**src/rtl/cell_stream_processor.sv**
```systemverilog
// cell_stream_processor: pipelined per-channel cell operations with a
// valid/ready input and a registered valid/ready result pixel.
module cell_stream_processor #(
    parameter int unsigned CH_W     = 8,
    parameter int unsigned NUM_CH   = 3,
    parameter int unsigned CELL_DIM = 3
) (
    input  logic                                      clk,
    input  logic                                      rst_n,
    input  logic                                      in_valid,
    output logic                                      in_ready,
    input  logic [CELL_DIM*CELL_DIM*NUM_CH*CH_W-1:0]  cell_a,
    input  logic [CELL_DIM*CELL_DIM*NUM_CH*CH_W-1:0]  cell_b,
    input  logic [NUM_CH*CH_W-1:0]                    user_in,
    input  logic [2:0]                                opcode,
    output logic                                      out_valid,
    input  logic                                      out_ready,
    output logic [NUM_CH*CH_W-1:0]                    pixel_out,
    output logic                                      busy
);

    localparam int unsigned N     = CELL_DIM * CELL_DIM;
    localparam int unsigned CTR   = N / 2;
    localparam int unsigned ACC_W = CH_W + $clog2(N);
    localparam int unsigned IDX_W = (N > 1) ? $clog2(N) : 1;

    localparam logic [1:0] ST_IDLE  = 2'd0;
    localparam logic [1:0] ST_ACCUM = 2'd1;
    localparam logic [1:0] ST_OUT   = 2'd2;

    localparam logic [2:0] OP_PASS = 3'd0;
    localparam logic [2:0] OP_ADD  = 3'd1;
    localparam logic [2:0] OP_ADDI = 3'd2;
    localparam logic [2:0] OP_SUB  = 3'd3;
    localparam logic [2:0] OP_SUBI = 3'd4;
    localparam logic [2:0] OP_MAX  = 3'd5;
    localparam logic [2:0] OP_MIN  = 3'd6;
    localparam logic [2:0] OP_AVG  = 3'd7;

    typedef logic [N-1:0][NUM_CH-1:0][CH_W-1:0] cell_t;
    typedef logic [NUM_CH-1:0][CH_W-1:0]        pix_t;

    logic [1:0]                   state;
    logic [1:0]                   state_next;
    logic                         accept;
    logic                         last;
    cell_t                        a_pix;
    cell_t                        b_pix;
    pix_t                         u_pix;
    cell_t                        cap;
    logic [NUM_CH-1:0][ACC_W-1:0] acc;
    logic [NUM_CH-1:0][ACC_W-1:0] acc_next;
    logic [IDX_W-1:0]             idx;
    pix_t                         point_res;
    pix_t                         avg_res;
    logic                         unused_cell_b;

    assign a_pix         = cell_a;
    assign b_pix         = cell_b;
    assign u_pix         = user_in;
    assign unused_cell_b = ^cell_b;
    assign accept        = in_valid && in_ready;
    assign last          = (idx == IDX_W'(N - 1));

    // Saturating single-channel pointwise operation on the centre pixels.
    function automatic logic [CH_W-1:0] op_chan(
        input logic [2:0]      op,
        input logic [CH_W-1:0] a,
        input logic [CH_W-1:0] b,
        input logic [CH_W-1:0] u
    );
        logic [CH_W:0]   sum_ab;
        logic [CH_W:0]   sum_au;
        logic [CH_W:0]   dif_ab;
        logic [CH_W:0]   dif_au;
        logic [CH_W-1:0] r;
        sum_ab = {1'b0, a} + {1'b0, b};
        sum_au = {1'b0, a} + {1'b0, u};
        dif_ab = {1'b0, a} - {1'b0, b};
        dif_au = {1'b0, a} - {1'b0, u};
        case (op)
            OP_ADD:  r = sum_ab[CH_W] ? '1 : sum_ab[CH_W-1:0];
            OP_ADDI: r = sum_au[CH_W] ? '1 : sum_au[CH_W-1:0];
            OP_SUB:  r = dif_ab[CH_W] ? '0 : dif_ab[CH_W-1:0];
            OP_SUBI: r = dif_au[CH_W] ? '0 : dif_au[CH_W-1:0];
            OP_MAX:  r = (a > b) ? a : b;
            OP_MIN:  r = (a < b) ? a : b;
            default: r = a;
        endcase
        return r;
    endfunction

    // Pointwise result from the live inputs, used on the accepting edge.
    always_comb begin
        point_res = '0;
        for (int c = 0; c < NUM_CH; c++) begin
            point_res[c] = op_chan(opcode, a_pix[CTR][c], b_pix[CTR][c], u_pix[c]);
        end
    end

    // Running sum including the current pixel, and its round-half-up mean.
    always_comb begin
        acc_next = '0;
        avg_res  = '0;
        for (int c = 0; c < NUM_CH; c++) begin
            acc_next[c] = acc[c] + ACC_W'(cap[idx][c]);
            avg_res[c]  = CH_W'((acc_next[c] + ACC_W'(CTR)) / ACC_W'(N));
        end
    end

    // State register.
    always_ff @(posedge clk or negedge rst_n) begin
        if (!rst_n) begin
            state <= ST_IDLE;
        end else begin
            state <= state_next;
        end
    end

    // Next-state and input-ready decode.
    always_comb begin
        state_next = state;
        in_ready   = 1'b0;
        case (state)
            ST_IDLE: begin
                in_ready = 1'b1;
                if (in_valid) begin
                    state_next = (opcode == OP_AVG) ? ST_ACCUM : ST_OUT;
                end
            end
            ST_ACCUM: begin
                if (last) begin
                    state_next = ST_OUT;
                end
            end
            ST_OUT: begin
                in_ready = out_ready;
                if (out_ready) begin
                    if (in_valid) begin
                        state_next = (opcode == OP_AVG) ? ST_ACCUM : ST_OUT;
                    end else begin
                        state_next = ST_IDLE;
                    end
                end
            end
            default: state_next = ST_IDLE;
        endcase
    end

    // Datapath: result pixel, AVG capture/accumulation, status flags.
    always_ff @(posedge clk or negedge rst_n) begin
        if (!rst_n) begin
            pixel_out <= '1;
            cap       <= '0;
            acc       <= '0;
            idx       <= '0;
            out_valid <= 1'b0;
            busy      <= 1'b0;
        end else begin
            out_valid <= (state_next == ST_OUT);
            busy      <= (state_next == ST_ACCUM);
            if (accept) begin
                if (opcode == OP_AVG) begin
                    cap <= a_pix;
                    acc <= '0;
                    idx <= '0;
                end else begin
                    pixel_out <= point_res;
                end
            end else if (state == ST_ACCUM) begin
                acc <= acc_next;
                idx <= idx + IDX_W'(1);
                if (last) begin
                    pixel_out <= avg_res;
                end
            end
        end
    end

endmodule

```
**config.mk**
```make
export PLATFORM = sky130hd
export DESIGN_NAME = cell_stream_processor
export DESIGN_NICKNAME = d
export VERILOG_FILES = /design/src/rtl/cell_stream_processor.sv
export SDC_FILE = /design/constraint.sdc
export NUM_CORES = 1
export LEC_CHECK = 0
export CAP_MARGIN = 20
export CORE_ASPECT_RATIO = 0.7
export CORE_UTILIZATION = 45
export DETAILED_ROUTE_END_ITERATION = 10
export PLACE_DENSITY_LB_ADDON = 0.15
export SYNTH_ARGS = -nofsm -noshare
export SYNTH_HDL_FRONTEND = slang
export SYNTH_SLANG_ARGS = --single-unit
```
**constraint.sdc**
```tcl
create_clock -name clk -period 27.3 [get_ports clk]
set_clock_uncertainty 0.15 [all_clocks]
set_input_delay 6.825 -clock clk [delete_from_list [all_inputs] [get_ports clk]]
set_output_delay 6.825 -clock clk [all_outputs]
set_load 0.01 [all_outputs]
```
[Word level (Yosys, flattened, before mapping)]
Cells that the tools add are included.
Operators by class
  $lt $le $gt $ge: 7
  muxes and demuxes: 40
  divide/modulo/power cells: 3
  equal/unequal tests: 14
  $add $sub $neg: 19
  reductions and logical operators: 7
Operators with widths (number)
  $mux 8: 18
  $pmux 8 s6: 3
  $mux 24: 5
  $mux 36: 3
  $bmux 24 s4: 1
  $add 8x8->9: 6
  $sub 8x8->9: 6
  $add 12x3->12 const B: 3
  $add 12x8->12: 3
  $div 12x4->12 const B: 3
  $gt 8x8->1: 3
  $lt 8x8->1: 3
  $eq 3x3->1 const B: 4
  $mux 4: 3
  $mux 2: 5
  $eq 3x2->1 const B: 2
  $pmux 2 s3: 1
  $lt 4x5->1 const B: 1
  $add 4x1->4 const B: 1
  $eq 2x1->1 const B: 2
  $eq 2x2->1 const B: 2
  $eq 4x4->1 const B: 1
  $reduce_and 2->1: 2
  $reduce_bool 2->1: 2
  7 further kinds: 7
Storage, ports and cells
  logic and storage cells: 125
  register bits after elaboration: 284
  output and inout bits: 27
  input bits: 463

[Depth between registers and ports, before layout]
Gate-level depths: netlist of run 1.
  word-level depth: 8
  mapped depth: 36
  gate-level depth less buffers: 31

[Worst setup path before layout of run 1]
No wires, ideal clock.
  path kind: input to output
  start: input port out_ready
  end: output port in_ready
  data required time: 20.325 ns
  path slack: 13.253 ns
  stages: 2
  data arrival time: 7.072 ns
  buffers on the path: 0
  cell sequence: nor2b_1 > nor2_1
On the way
  cells in the longest elaborated chain, start to end: 1
Ends and longest elaborated chain
  start: declaration: RTL line 17  | input logic out_ready,
  $pmux 1 s2: RTL line 124  | case (state)
  end: declaration: RTL line 11  | output logic in_ready,
Every way passes these cells.

[Worst setup path after layout of run 1]
Same ends and word-level chain as after synthesis.

==> parameters.txt, run 1 <==
Parameter                              Value

Outcome
  Status ... finished clean

Finish
  Fraction of the core area covered by cells at the end of the flow ... 55.2%
  Share of final-layout standard cells stronger than drive strength 1 ... 16.3%
  Number of nets in the layout ... 3404
  Most frequent cells in the layout ... 296 x clkdlybuf4s50_1, 265 x nor2_1, 258 x dfrtp_1
  Area growth from synthesis to layout ... 19.8%
  Count of fill cells added during filler insertion ... 4619
  Commonest non-fill, non-tap cell in the layout ... clkdlybuf4s50_1

Die
  Top-level I/O count ... 490
  Number of rows in the core area ... 69
  Initial Utilization ... 46.1%
  Die ar. ... 53600 µm²
  Y dimension of the die ... 194 µm
  Die outline width ... 276 µm
  Core region area ... 51400 µm²

Synth
  Share of synthesized cell area in full adder, half adder and majority cells ... 8.45%
  Post-synthesis area per instance ... 9.28 µm²
  Mapped Nets ... 3164
  Simple-Gate Fraction of Synth Area ... 13.9%
  Post-synthesis compound-gate area fraction ... 24.6%
  Count of mapped cells out of synthesis ... 2552
  Async S/R FF share, synth ... 100%
  Total of flip-flops plus latches after synthesis ... 284
  Yosys Warn Count ... 0
  Main combinational cell family by area after synthesis ... compound AO/OA/AOI/OAI gates
  Number of unique standard cell types used by synthesis ... 119
  Synth Flop Type ... dfrtp_1
  Number of enable-type register cells in the synthesized netlist ... 0
  Xor-xnor portion of the synthesized cell area ... 3.05%
  Sequential-to-total area share from yosys stat ... 30.1%
  Mux share of post-synthesis cell area ... 16.4%
  Netlist area before placement ... 23700 µm²

Timing
  Setup repair after global routing missed its margin ... no
  Count of final hold-check violations ... 0
  Post-route setup slack ... 12260 ps
  Worst slew margin ... 25.9%
  Worst Tran Pin Value ... 1080 ps
  Pins over their slew limit ... 0
  Count of final setup violators ... 0
  Post-route clock period utilization ... 55.1%
  FMAX ... 66.5 MHz
  Tmin final ... 15040 ps
  Setup TNS after final layout ... 0 ps

Detailed routing
  Number of detailed-routing iterations run before antenna repair ... 5
  Highest metal layer used by the detailed router ... met5
  Total via count in the routed design ... 22000
  Aggregate routed wire length ... 82.7 mm
  Detailed-route wire length on metal 1 ... 39.2 mm
  Remaining antenna violation count ... 0
  Post-detailed-route DRC marker count ... 0
  DR WL met2 ... 34.2 mm
  Wire length per cell ... 23.7 µm
  DRC marker count from the first detailed-route iteration ... 2150
  Routed length on met3 ... 7.21 mm
  Post-DR vias/cell ... 6.29

Clock network
  TritonCTS clock tree ... done
  Post-CTS resize count ... 0
  Clock network latency to the later pin of the worst-skew pair ... 620 ps
  Clock transition at the registers of the reported paths ... 70 ps
  CTS sink count ... 284
  Clock buffer depth ... 3
  Number of buffers inserted by hold repair at cts ... 0
  Total clock buffers created by CTS ... 31
  H-tree Lvls ... 1
  Root buf cell ... clkbuf_16
  Post-CTS Setup Repair Bufs ... 0

Setup path
  Sort of element at the start of the critical path ... primary input
  Startpoint-to-endpoint class of the critical path ... in -> out
  WP data arrival ... 8060 ps
  CP Capture Type ... output port
  Required time worst endpoint ... 20330 ps
  Maximum fanout along the worst path ... 3

Global routing
  GRT Resource Usage Total ... 30.1%
  Gr ovfl total ... 0
  Initial antenna violation count ... 16
  Pin count of the biggest net entering global routing ... 106
  Number of global-route vias before repair ... 20900
  Global-route wire length before repair ... 126 mm

Placed design
  Final RePlAce weighted congestion ... 0.976
  Total half-perimeter wirelength after legalization and detailed placement ... 63.8 mm
  Dpl ws ... 12250 ps
  I/O Buffers ... 297

Hold path
  Hold WC Path Type ... reg -> reg

Flow run
  Max-cap violations ... 0
state kept, by name, indices dropped and copies added, names as in the netlist:
register / flops
pixel_out: 24
acc: 36
cap: 216
idx: 4
busy: 1
out_valid: 1
state: 2
Yosys cell counts (27+ instances only):
cell | n | share of area [%]
nor2_1 | 267 | 4.2
o211ai_1 | 36 | 1.1
mux4_2 | 48 | 4.6
nor3_1 | 53 | 1.1
dfrtp_1 | 260 | 27
a221oi_1 | 31 | 1.1
nand2_1 | 146 | 2.3
a21o_1 | 77 | 2.4
o21a_1 | 36 | 1.1
a31oi_1 | 27 | 0.71
ha_1 | 134 | 7.1
a21oi_1 | 170 | 3.6
a211oi_1 | 33 | 1.0
mux2i_1 | 34 | 1.4
inv_1 | 86 | 1.4
xnor2_1 | 51 | 1.9
clkbuf_1 | 107 | 1.7
o21ai_0 | 164 | 3.5
o22ai_1 | 31 | 0.82
mux2_2 | 218 | 10
nand3_1 | 46 | 0.97
stage by stage:
stage	hold WS, ps	cell area [µm²]	std cells
6_report	320	28400	3495
5_1_grt	342	28400	3492
4_1_cts	323	28300	3488
3_5_place_dp	313	27300	3430
3_3_place_gp	311	27300	3430
2_1_floorplan	319	23700	2552
per-layer routing:
layer,global-route usage [%],up-vias
li1,-,10200
met1,44.4,10800
met2,43.9,816
met3,7.62,121
met4,6.56,20
met5,0,-
layout make-up:
| cell class | instances | area [µm²] | area share, % |
|---|---|---|---|
| tap | 674 | 843 | 2.97 |
| inverter | 88 | 330 | 1.16 |
| clock buffer | 42 | 868 | 3.06 |
| multi-input combinational | 2057 | 15800 | 55.6 |
| clock inverter | 16 | 165 | 0.582 |
| timing repair buffer | 330 | 3240 | 11.4 |
| sequential | 284 | 7140 | 25.2 |
| antenna | 4 | 10.0 | 0.0353 |
cell families after synthesis:
group / after synthesis
AOI/OAI and AO/OA: 839
xor gates and xnor gates: 79
adders and majority gates: 151
buffers and inverters: 211
DFF: 284
muxes: 301
and+or+nand+nor: 687
worst paths after layout:
path                       cells past startpoint  slack, ps                        end                startpoint
hold / removal                                 2        320   pixel_out[9]$_DFFE_PN1P_  pixel_out[9]$_DFFE_PN1P_
hold reg to reg                                2        320   pixel_out[9]$_DFFE_PN1P_  pixel_out[9]$_DFFE_PN1P_
setup reg to reg                              30      15640  pixel_out[17]$_DFFE_PN1P_        idx[0]$_DFFE_PN0P_
max in group asynchronous                      3      18690         idx[0]$_DFFE_PN0P_                     rst_n
min in group asynchronous                      1       6110        cap[54]$_DFFE_PN0P_                     rst_n
setup / recovery                               4      12260                   in_ready                 out_ready
critical path, cell delays in order:
cell,delay (ps)
clkdlybuf4s50_1,460
nor2b_1,50
nor2_1,160
clkdlybuf4s50_1,570
Power of run 1 is not shown: default switching activity piles up to over one toggle a cycle in this logic, so the estimate is an artifact.
==> inputs of run 2 (changes only) <==
- clock period: 27.3 -> 15.4 ns (I/O delays scaled with it)
==> parameters.txt, run 2 (same netlist as run 1, synthesis figures left out) <==
Parameter                              Value

Outcome
  Status ... finished clean

Setup path
  Largest stage delay on the critical path ... 720 ps (+150 ps)
  Levels on crit path ... 32 (+28)
  Slowest stage cell on the critical path ... buf_4
  Maximum fanout along the worst path ... 40 (+37)
  Startpoint-to-endpoint class of the critical path ... reg -> reg
  Top delay family on crit path ... compound AO/OA/AOI/OAI gates
  Number of buffer and inverter stages on the critical path ... 1 (-1)
  Critical path launch point ... idx[0]$_DFFE_PN0P_
  Beginning of the worst register-to-register path ... idx[0]$_DFFE_PN0P_
  WP data arrival ... 11990 ps (+3930 ps)
  Sort of element at the start of the critical path ... flip-flop
  CP Capture Type ... flip-flop
  Reg-to-reg slack, setup ... 3780 ps (-11860 ps)
  Required time worst endpoint ... 15760 ps (-4570 ps)
  Cell depth of the worst flop-to-flop path ... 32 (+6.7%)
  Destination of the worst register-to-register timing path ... pixel_out[17]$_DFFE_PN1P_

Timing
  Worst Tran Pin Value ... 1210 ps (+129 ps)
  Post-route setup slack ... 3780 ps (-8480 ps)
  Worst slew margin ... 19.0% (-6.8 points)
  Tmin final ... 11620 ps
  Pins over their slew limit ... 0 (unchanged)
  Post-route clock period utilization ... 75.5%
  Count of final setup violators ... 0 (unchanged)
  Setup repair after global routing missed its margin ... no
  Count of final hold-check violations ... 0 (unchanged)
  Worst hold-check slack ... 317 ps (-2.75 ps)
  FMAX ... 86.0 MHz
  Setup TNS after final layout ... 0 ps (unchanged)

Global routing
  Global-route wire length before repair ... 124 mm (-1.6%)
  Initial antenna violation count ... 18 (+2)
  Gr ovfl total ... 0 (unchanged)
  Number of global-route vias before repair ... 20700 (-0.79%)
  Pin count of the biggest net entering global routing ... 91 (-14%)
  GRT Resource Usage Total ... 29.6% (-0.49 points)

Clock network
  Post-CTS resize count ... 0 (unchanged)
  Number of buffers inserted by hold repair at cts ... 0 (unchanged)
  Clock transition at the registers of the reported paths ... 70 ps (about the same)
  Clock network latency to the later pin of the worst-skew pair ... 620 ps (about the same)
  Total clock buffers created by CTS ... 31 (unchanged)
  Post-CTS Setup Repair Bufs ... 0 (unchanged)
  Root buf cell ... clkbuf_16
  CTS sink count ... 284 (unchanged)
  H-tree Lvls ... 1 (unchanged)
  TritonCTS clock tree ... done
  Clock buffer depth ... 3 (unchanged)

Finish
  Area taken by multi-input logic gates ... 15800 µm² (unchanged)
  Commonest non-fill, non-tap cell in the layout ... clkdlybuf4s50_1
  Most frequent cells in the layout ... 296 x clkdlybuf4s50_1, 265 x nor2_1, 258 x dfrtp_1
  Register containing the most flip-flops in the final layout ... cap
  Count of fill cells added during filler insertion ... 4638 (+0.41%)
  Number of nets in the layout ... 3400 (-0.12%)
  Post-route cell area ... 28300 µm² (about the same)
  Area growth from synthesis to layout ... 19.7% (about the same)
  Number of flip-flops under the largest register name ... 216 (unchanged)
  Sequential cell area ... 7140 µm² (unchanged)
  Largest registers ... cap: 216 flops, acc: 36 flops, pixel_out: 24 flops
  Share of final-layout standard cells stronger than drive strength 1 ... 16.1% (-0.15 points)

Die
  Number of rows in the core area ... 69 (unchanged)
  Top-level I/O count ... 490 (unchanged)
  Die ar. ... 53600 µm² (unchanged)
  Core region area ... 51400 µm² (unchanged)
  Initial Utilization ... 46.1% (unchanged)
  Y dimension of the die ... 194 µm (unchanged)
  Die outline width ... 276 µm (unchanged)

Placed design
  Dpl ws ... 4060 ps (-8190 ps)
  I/O Buffers ... 297 (unchanged)
  Total half-perimeter wirelength after legalization and detailed placement ... 63.1 mm (-1.2%)
  Final RePlAce weighted congestion ... 0.988 (+1.2%)
  Cell area reported after detailed placement ... 27300 µm² (-0.11%)

Detailed routing
  Post-DR vias/cell ... 6.28 (-0.21%)
  Number of detailed-routing iterations run before antenna repair ... 6 (+1)
  Total via count in the routed design ... 21900 (-0.26%)
  Remaining antenna violation count ... 0 (unchanged)
  DRC marker count from the first detailed-route iteration ... 1948 (-9.4%)
  Wire length per cell ... 23.3 µm (-1.5%)
  Aggregate routed wire length ... 81.5 mm (-1.6%)
  Post-detailed-route DRC marker count ... 0 (unchanged)

Hold path
  Hold WC Path Type ... reg -> reg
  Cells on Worst Hold Path ... 2 (unchanged)
  Worst Hold Endpoint ... pixel_out[9]$_DFFE_PN1P_
  Launch instance of the worst min-delay path ... pixel_out[9]$_DFFE_PN1P_

Flow run
  Max-cap violations ... 0 (unchanged)
[run 2: changes by cell type in the layout (fill, tap and decap cells not counted), moves of 2 or more]
cell | previous run | this run
diode_2 | 4 | 7
buf_4 | 31 | 27
inv_4 | 3 | 0
clkbuf_8 | 3 | 7
clkinv_4 | 2 | 0
[run 2: routing by layer]
metal  vias up  GRT usage [%]  wire length (µm)
met1     10700           43.3             38000
met3       131           8.60              7680
met5         -              0               151
met4        22           8.17              2300
met2       853           42.1             33300
li1      10200              -                 -
[run 2: through the flow]
stage,util (%),std cells
after floorplan,-,2552
after global placement,53.1,3426
after detailed placement,53.1,3426
after CTS,55.1,3483
after global routing,55.2,3490
final,55.2,3493
[run 2: layout make-up]
class	instances	share of cell area, %
clock inverters	13	0.499
multi-input cells	2057	55.7
diodes	7	0.0618
repair buffers	326	11.3
flip-flops and latches	284	25.2
inverters	88	1.17
clock buffers	44	3.16
well taps	674	2.97
[run 2: worst max path at each step]
stage	endpoint	slack, ps
after detailed placement	pixel_out[17]$_DFFE_PN1P_	4060
final	pixel_out[17]$_DFFE_PN1P_	3780
after global placement	pixel_out[17]$_DFFE_PN1P_	4280
after CTS	pixel_out[17]$_DFFE_PN1P_	4010
after global routing	pixel_out[17]$_DFFE_PN1P_	3240
after floorplan	pixel_out[16]$_DFFE_PN1P_	6620
[run 2: worst register-to-register path: cells and delay by family, from the launching register on]
kind                     cells  cell delay, ps
AO/OA/AOI/OAI               15            4880
XOR/XNOR                     3             930
adder cells (fa/ha/maj)      3             940
buffers and inverters        1             730
flip-flops                   1             650
multiplexers                 2            1030
AND/OR/NAND/NOR              8            2220
Power of run 2 is left out for the same reason.
